**config.mk**
```make
export PLATFORM = sky130hd
export DESIGN_NAME = bus_arbiter_b16
export DESIGN_NICKNAME = d
export VERILOG_FILES = /design/src/rtl/bus_arbiter_b16.sv
export SDC_FILE = /design/constraint.sdc
export NUM_CORES = 1
export LEC_CHECK = 0
export CAP_MARGIN = 0
export CORE_MARGIN = 2
export CORE_UTILIZATION = 40
export DETAILED_ROUTE_END_ITERATION = 8
export SLEW_MARGIN = 30
export SYNTH_ARGS = -nofsm -noshare
export SYNTH_HDL_FRONTEND = slang
export SYNTH_SLANG_ARGS = --single-unit
export TNS_END_PERCENT = 20
```
**constraint.sdc**
```tcl
create_clock -name CLK -period 2.4 [get_ports CLK]
set_input_delay 0.6 -clock CLK [delete_from_list [all_inputs] [get_ports CLK]]
set_output_delay 0.6 -clock CLK [all_outputs]
set_load 0.01 [all_outputs]
```
**src/rtl/bus_arbiter_b16.sv**
```systemverilog
// Round-robin owner arbiter for the shared 16-bit bus: one-hot tristate
// enables, bounded hold time with forced release, and a fixed dead time
// between bus owners so two tristate drivers never overlap.
module bus_arbiter_b16 #(
  parameter int unsigned MAX_HOLD   = 8,
  parameter int unsigned TURNAROUND = 1
) (
  input  logic       CLK,
  input  logic       RST,
  input  logic [3:0] REQ,
  output logic [3:0] SEL,
  output logic [1:0] OWNER,
  output logic       BUSY,
  output logic       PREEMPT
);

  localparam int unsigned NREQ   = 4;
  localparam int unsigned IDX_W  = 2;
  localparam int unsigned HOLD_W = 8;
  localparam int unsigned TURN_W = 3;

  typedef enum logic [1:0] {
    ST_IDLE  = 2'd0,
    ST_GRANT = 2'd1,
    ST_TURN  = 2'd2
  } state_e;

  state_e              state_q, state_d;
  logic [NREQ-1:0]     sel_q, sel_d;
  logic [IDX_W-1:0]    owner_q, owner_d;
  logic                busy_q, busy_d;
  logic                preempt_q, preempt_d;
  logic [HOLD_W-1:0]   hold_q, hold_d;
  logic [TURN_W-1:0]   turn_q, turn_d;

  logic                rr_found;
  logic [IDX_W-1:0]    rr_winner;
  logic                others_req;
  logic                hold_max;
  logic                turn_last;

  // Round-robin search beginning one past the most recent owner
  always_comb begin
    rr_found  = 1'b0;
    rr_winner = owner_q;
    for (int k = 1; k <= 4; k++) begin
      if (!rr_found && REQ[owner_q + IDX_W'(k)]) begin
        rr_found  = 1'b1;
        rr_winner = owner_q + IDX_W'(k);
      end
    end
  end

  assign others_req = |(REQ & ~(NREQ'(1) << owner_q));
  assign hold_max   = (hold_q == HOLD_W'(MAX_HOLD));
  assign turn_last  = (turn_q == TURN_W'(TURNAROUND));

  // Next-state and registered-output computation
  always_comb begin
    state_d   = state_q;
    sel_d     = sel_q;
    owner_d   = owner_q;
    busy_d    = busy_q;
    preempt_d = 1'b0;
    hold_d    = hold_q;
    turn_d    = turn_q;

    case (state_q)
      ST_IDLE: begin
        if (rr_found) begin
          state_d = ST_GRANT;
          sel_d   = NREQ'(1) << rr_winner;
          owner_d = rr_winner;
          busy_d  = 1'b1;
          hold_d  = HOLD_W'(1);
        end
      end

      ST_GRANT: begin
        if (!REQ[owner_q] || (hold_max && others_req)) begin
          // Release: either voluntary or forced after the hold limit
          state_d   = ST_TURN;
          sel_d     = '0;
          busy_d    = 1'b0;
          hold_d    = '0;
          turn_d    = TURN_W'(1);
          preempt_d = REQ[owner_q];
        end else if (!hold_max) begin
          hold_d = hold_q + HOLD_W'(1);
        end
      end

      ST_TURN: begin
        if (turn_last) begin
          turn_d = '0;
          if (rr_found) begin
            state_d = ST_GRANT;
            sel_d   = NREQ'(1) << rr_winner;
            owner_d = rr_winner;
            busy_d  = 1'b1;
            hold_d  = HOLD_W'(1);
          end else begin
            state_d = ST_IDLE;
          end
        end else begin
          turn_d = turn_q + TURN_W'(1);
        end
      end

      default: begin
        state_d = ST_IDLE;
        sel_d   = '0;
        busy_d  = 1'b0;
        hold_d  = '0;
        turn_d  = '0;
      end
    endcase
  end

  // State and output registers; reset drops the bus immediately
  always_ff @(posedge CLK) begin
    if (RST) begin
      state_q   <= ST_IDLE;
      sel_q     <= '0;
      owner_q   <= IDX_W'(3);
      busy_q    <= 1'b0;
      preempt_q <= 1'b0;
      hold_q    <= '0;
      turn_q    <= '0;
    end else begin
      state_q   <= state_d;
      sel_q     <= sel_d;
      owner_q   <= owner_d;
      busy_q    <= busy_d;
      preempt_q <= preempt_d;
      hold_q    <= hold_d;
      turn_q    <= turn_d;
    end
  end

  assign SEL     = sel_q;
  assign OWNER   = owner_q;
  assign BUSY    = busy_q;
  assign PREEMPT = preempt_q;

endmodule

```
==> impl_metrics.ini, run 1 <==
[synthesis]
synth-seq-cells = 21
synth_area_leader_cell = dfxtp_1
syn-mean-instance-area_um2 = 8.629
netlist_area_mm2 = 0.001415
postSynth.topFlopCell = dfxtp_1
netlist-cell-type-count = 48
postSynthCellCount = 164
synth_largest_type_area_fraction_pct = 29.71
yosys-top-cells-area = dfxtp_1 30%, ha_1 9.7%, a21oi_1 6.0%
asyncSetResetFlopFracSynth_pct = 0
yosysWarningCount = 0
synth_enable_flop_cells = 0
synthesized_nets = 181
seq_area_frac_synth_pct = 29.71

[grt]
grt_util_all_layers_pct = 18.33
vias_in_the_first_global_route = 1350
gr_ovfl_total = 0
global_route_wire_length_before_repair_um = 5947
grt_max_degree = 16
grt_antenna_before_repair = 0

[cts]
clkLatencyLatePin_ns = 0.31
htreeDepth = 1
cts.sinks = 21
cts.path.max_buffers = 2
cts_inserted_buffers = 3
clk_pin_slew_worst_paths_ns = 0.12
post_cts_hold_buffer_count = 0
cts_root_buf = clkbuf_4
cts_tree = built

[timing]
max-slew-margin-rel_pct = 62.89
timing.clock.skew_ns = 0.01185
rsz0062_at_grt = no
timing.final.crit_period_ns = 2.292
final-max-slew-violation-count = 0
setup-violations-final = 0
layout_worst_path_cycle_share_pct = 95.50
tightestPinTransition_ns = 0.5533
max_freq_mhz = 436.3
timing_hold_violations_final = 0

[place]
routabilityCongestion = 0.7563
dp_hpwl_um = 2652
numPortBuffers = 13
post_dp_cell_area_mm2 = 0.001730

[critical_path]
crit_chain = clkdlybuf4s50_1, inv_1, o2111ai_2, a21oi_1, or4_4, o2bb2ai_1
critical-path-max-stage-delay_ns = 0.59
slowest_stage = clkdlybuf4s50_1
worst_ep_required_time_ns = 2.64
worstPathMaxFanout = 7
timing_worst_setup_path_type = primary input to flop
rr_startpoint = OWNER[0]
setup.worst_path.start_class = primary input
end_kind = flop
cp-startpoint = REQ[1]
cp_data_arrival_time_ns = 2.54

[power]
cellLeakagePower_nw = 0.7120
power.internal_w = 0.001085
switch_share_pct = 40.39
share_comb_of_total_power_pct = 63.7
power.total_w = 0.001820
ir_worst_vdd_uv = 528.5
sequentialPowerShare_pct = 26.5
power_frac_clock_pct = 9.8
netSwitchingPower_w = 0.0007353
power.density_mw_per_mm2 = 1020

[layout]
postLayoutCellArea_mm2 = 0.001784
drive_gt1_share_pct = 19.90
area.sequential_um2 = 421.7
mostFrequentLayoutCells = 20 x dfxtp_1, 19 x buf_4, 17 x a21oi_1
antenna_cells_inserted = 0
layout_commonest_cell = dfxtp_1
finish.net_count = 214
area_delta_synth_final_pct = 26.08
count_of_filler_cells_inserted_in_the_layout = 346
multi_input_comb_area_um2 = 947.2

[detailed_routing]
detail_route.first_pass.iterations = 4
wire_per_inst_um = 14.33
number_of_nets_with_antenna_violations_after_routing = 0
overall_via_count_from_detail_route = 1351
drt_first_iter_violations = 44
drc = 0
wirelength_um = 3468
route.detailed.vias_per_inst = 5.583

[worst_hold_path]
min_path_type = flop to flop
hp-start = SEL[3]

[floorplanning]
core-area_mm2 = 0.003363
fp-row-count = 21
ioPinCount = 14
die_area_mm2 = 0.004030
chipHeight_um = 63.48
floorplan.die.width_um = 63.48
effective_utilization_at_floorplan_pct = 42.08

[status]
outcome = finished clean

[flow_run]
drv_cap = 0
## logic make-up after synthesis
family / synth area share [%]
simple gates: 23.79
compound gates: 23.08
flops: 29.71
buf+inv: 4.863
fa+ha+maj: 9.726
mux: 6.985
xor+xnor: 1.857
## cells in the mapped netlist, types with 2 or more instances
cell type and n:
xnor2_1 3, or4_1 3, and2_1 2, or3_1 3
nand3_1 8, o21ai_0 7, dfxtp_1 21, a21oi_1 17
inv_1 14, a211oi_1 2, o32ai_1 4, or3b_1 2
nor4b_1 2, nor3_1 4, clkbuf_1 2, mux4_2 3
or2_2 2, o31ai_1 4, ha_1 11, nand2_1 10
nand2b_1 4, o2bb2ai_1 4, nor2_1 4, a22oi_1 3
mux2i_1 2
## through the flow
stage	utilization, %	setup slack (ns)	hold slack (ns)	std cells	setup TNS [ns]
after floorplan	-	0.04294	0.4474	164	0
after global placement	51.45	-0.2559	0.4453	238	-2.865
after detailed placement	51.45	-0.3851	0.4479	238	-4.015
after CTS	52.42	0.06730	0.4764	242	0
after global routing	53.05	0.002565	0.4860	242	0
final	53.05	0.1080	0.4743	242	0
## registers in the layout, indices dropped and copies added, names as in the netlist
name and flops:
BUSY 1, OWNER 2, PREEMPT 1, SEL 4, hold_q 8, state_q 2
turn_q 3
## metal layers
| metal | up-vias | global-route usage, % | part of all wire, % |
|---|---|---|---|
| li1 | 678 | - | - |
| met1 | 639 | 22.14 | 47 |
| met4 | 0 | 6.793 | 1.2 |
| met3 | 6 | 2.143 | 3.1 |
| met2 | 28 | 33.03 | 49 |
| met5 | - | 0 | 0 |
## final timing paths
path,depth (start not counted),end,slack [ns]
min,1,SEL[3],0.47
max,6,SEL[1],0.11
min reg2reg,1,SEL[3],0.47
max reg2reg,7,SEL[3],0.12
## repair_timing
| action | in CTS | in global routing |
|---|---|---|
| setup buffers | 0 | 0 |
| cloned | 0 | 0 |
| resized for setup | 1 | 5 |
| endpoints found under the setup margin | 3 | 11 |
| hold endpoints to repair | 0 | 0 |
## power groups by stage
stage	Combinational [W]	Clock, W	Sequential (W)
after detailed placement	0.00114	0	0.000493
after CTS	0.00115	0.000186	0.000484
after floorplan	0.000658	0	0.000527
after global routing	0.00129	0.000205	0.000492
final	0.00116	0.000179	0.000482
after global placement	0.00111	0	0.000489
## area by class of cell
| cell class | instances | share of cell area (%) |
|---|---|---|
| Multi-Input combinational cell | 125 | 53.09 |
| Clock buffer | 3 | 1.262 |
| Clock inverter | 1 | 0.2805 |
| Inverter | 14 | 2.945 |
| Sequential cell | 21 | 23.63 |
| Tap cell | 46 | 3.226 |
| Timing Repair Buffer | 32 | 15.57 |
## critical path: cells and delay by family
kind	cells	cell delay, ns
AOI/OAI and AO/OA	3	0.66
buffers and inverters	2	0.70
and+or+nand+nor	1	0.56
No activity file was read; power rests on OpenSTA's default activity.
==> run 2: changes to the inputs <==
clock period = 2.26 ns   (was 2.4 ns; I/O delays follow)
==> impl_metrics.ini, run 2 (synthesis results as in run 1) <==
[critical_path]
rr_startpoint = OWNER[0]
critical_path.endpoint = SEL[3]
cp-startpoint = OWNER[0]
end_kind = flop
timing.critical_path.max_delay_family = simple AND/OR/NAND/NOR gates
reg2reg_setup_slack_ns = 0.12
worst_r2r_endpoint = SEL[3]
setup.worst_path.start_class = flop
cp_data_arrival_time_ns = 2.41
worstPathMaxFanout = 7
worst-r2r-cell-count = 7
timing_worst_setup_path_type = flop to flop
cp_num_buf_inv = 1
worst_ep_required_time_ns = 2.52
cp.depth = 7
slowest_stage = or4_1
critical-path-max-stage-delay_ns = 0.54
crit_chain = inv_1, ha_4, nor4b_1, or4_1, a22oi_2, nand4_1, a2bb2o_1

[power]
cellLeakagePower_nw = 0.7308
ir_worst_vdd_uv = 469.4
power.total_w = 0.001992
power.density_mw_per_mm2 = 1094

[layout]
largest-register = hold_q
antenna_cells_inserted = 0
postLayoutCellArea_mm2 = 0.001821
finish.net_count = 219
layout_commonest_cell = buf_4
drive_gt1_share_pct = 21.39
mostFrequentLayoutCells = 24 x buf_4, 20 x dfxtp_1, 17 x a21oi_1
area_delta_synth_final_pct = 28.65
largest_register_ffs = 8
count_of_filler_cells_inserted_in_the_layout = 326

[cts]
postCtsSetupRepairBufs = 0
post_cts_hold_buffer_count = 0
cts_root_buf = clkbuf_4
cts.sinks = 21
cts.path.max_buffers = 2
cts_inserted_buffers = 3
htreeDepth = 1
cts.repair.resized = 3
clk_pin_slew_worst_paths_ns = 0.13
cts_tree = built
clkLatencyLatePin_ns = 0.30

[grt]
grt_max_degree = 16
global_route_wire_length_before_repair_um = 6058
grt_antenna_before_repair = 0
vias_in_the_first_global_route = 1363
grt_util_all_layers_pct = 18.42
gr_ovfl_total = 0

[timing]
hold_ws_ns = 0.4755
max-slew-margin-rel_pct = 73.42
setup-violations-final = 0
timing.final.ws_setup_ns = 0.1160
layout_worst_path_cycle_share_pct = 94.87
tightestPinTransition_ns = 0.3951
totalNegativeSetupSlack_ns = 0
rsz0062_at_grt = no
timing.final.crit_period_ns = 2.144
timing_hold_violations_final = 0
final-max-slew-violation-count = 0
timing.clock.skew_ns = 0.0006706
max_freq_mhz = 466.4

[floorplanning]
floorplan.die.width_um = 63.48
chipHeight_um = 63.48
die_area_mm2 = 0.004030
ioPinCount = 14
effective_utilization_at_floorplan_pct = 42.08
core-area_mm2 = 0.003363
fp-row-count = 21

[place]
post_dp_cell_area_mm2 = 0.001788
dp_hpwl_um = 2613
routabilityCongestion = 0.8350
place_worst_setup_slack_ns = -0.3655
numPortBuffers = 13

[detailed_routing]
overall_via_count_from_detail_route = 1366
detail_route.first_pass.iterations = 4
route.detailed.vias_per_inst = 5.530
wirelength_um = 3359
drt_first_iter_violations = 62
number_of_nets_with_antenna_violations_after_routing = 0
wire_per_inst_um = 13.60
drc = 0

[status]
outcome = finished clean

[flow_run]
drv_cap = 0

[worst_hold_path]
min_path_type = flop to flop
-- run 2: cell count changes in the layout (fill, tap and decap cells not counted), sizes merged --
cell and delta:
buf +5, dlygate4sd2 +3, clkdlybuf4s50 -2, dlymetal6s2s -1
-- run 2: worst min-delay path by stage --
stage / startpoint / endpoint / cells after the start
after floorplan: turn_q[2] / turn_q[2] / 2
after global placement: SEL[1] / SEL[1] / 1
after detailed placement: SEL[0] / SEL[0] / 1
after CTS: SEL[0] / SEL[0] / 1
after global routing: SEL[1] / SEL[1] / 1
final: SEL[0] / SEL[0] / 1
-- run 2: per-layer routing --
metal / up-vias / part of all wire [%] / track usage (%)
met5: - / 0 / 0
met4: 0 / 0.65 / 5.163
met3: 2 / 2.4 / 2.321
met2: 19 / 49 / 32.76
met1: 654 / 48 / 23.18
li1: 691 / - / -
-- run 2: cell type report --
cell class	instances	area [um^2]	share of cell area, %
clock inverter	1	5.005	0.2749
sequential	21	424.2	23.30
tap	46	57.56	3.162
multi-input combinational	125	949.7	52.16
clock buffer	3	22.52	1.237
timing repair buffer	37	309.0	16.98
inverter	14	52.55	2.887
-- run 2: power by group --
group	total, W	internal (W)	leakage [nW]	switching [W]
Sequential	0.000512	0.000459	0.171	0.0000529
Combinational	0.00129	0.000676	0.542	0.000612
Clock	0.000192	0.0000660	0.0177	0.000126
-- run 2: through the flow --
stage / util, % / std cells
after floorplan: - / 164
after global placement: 53.16 / 243
after detailed placement: 53.16 / 243
after CTS: 53.87 / 247
after global routing: 54.13 / 247
final: 54.13 / 247
==> run 3: changes to the inputs <==
CTS_CLUSTER_DIAMETER = 30   (was unset)
==> results of run 3 <==
Same layout as run 2: the final DEF is identical, and so are final timing and power.
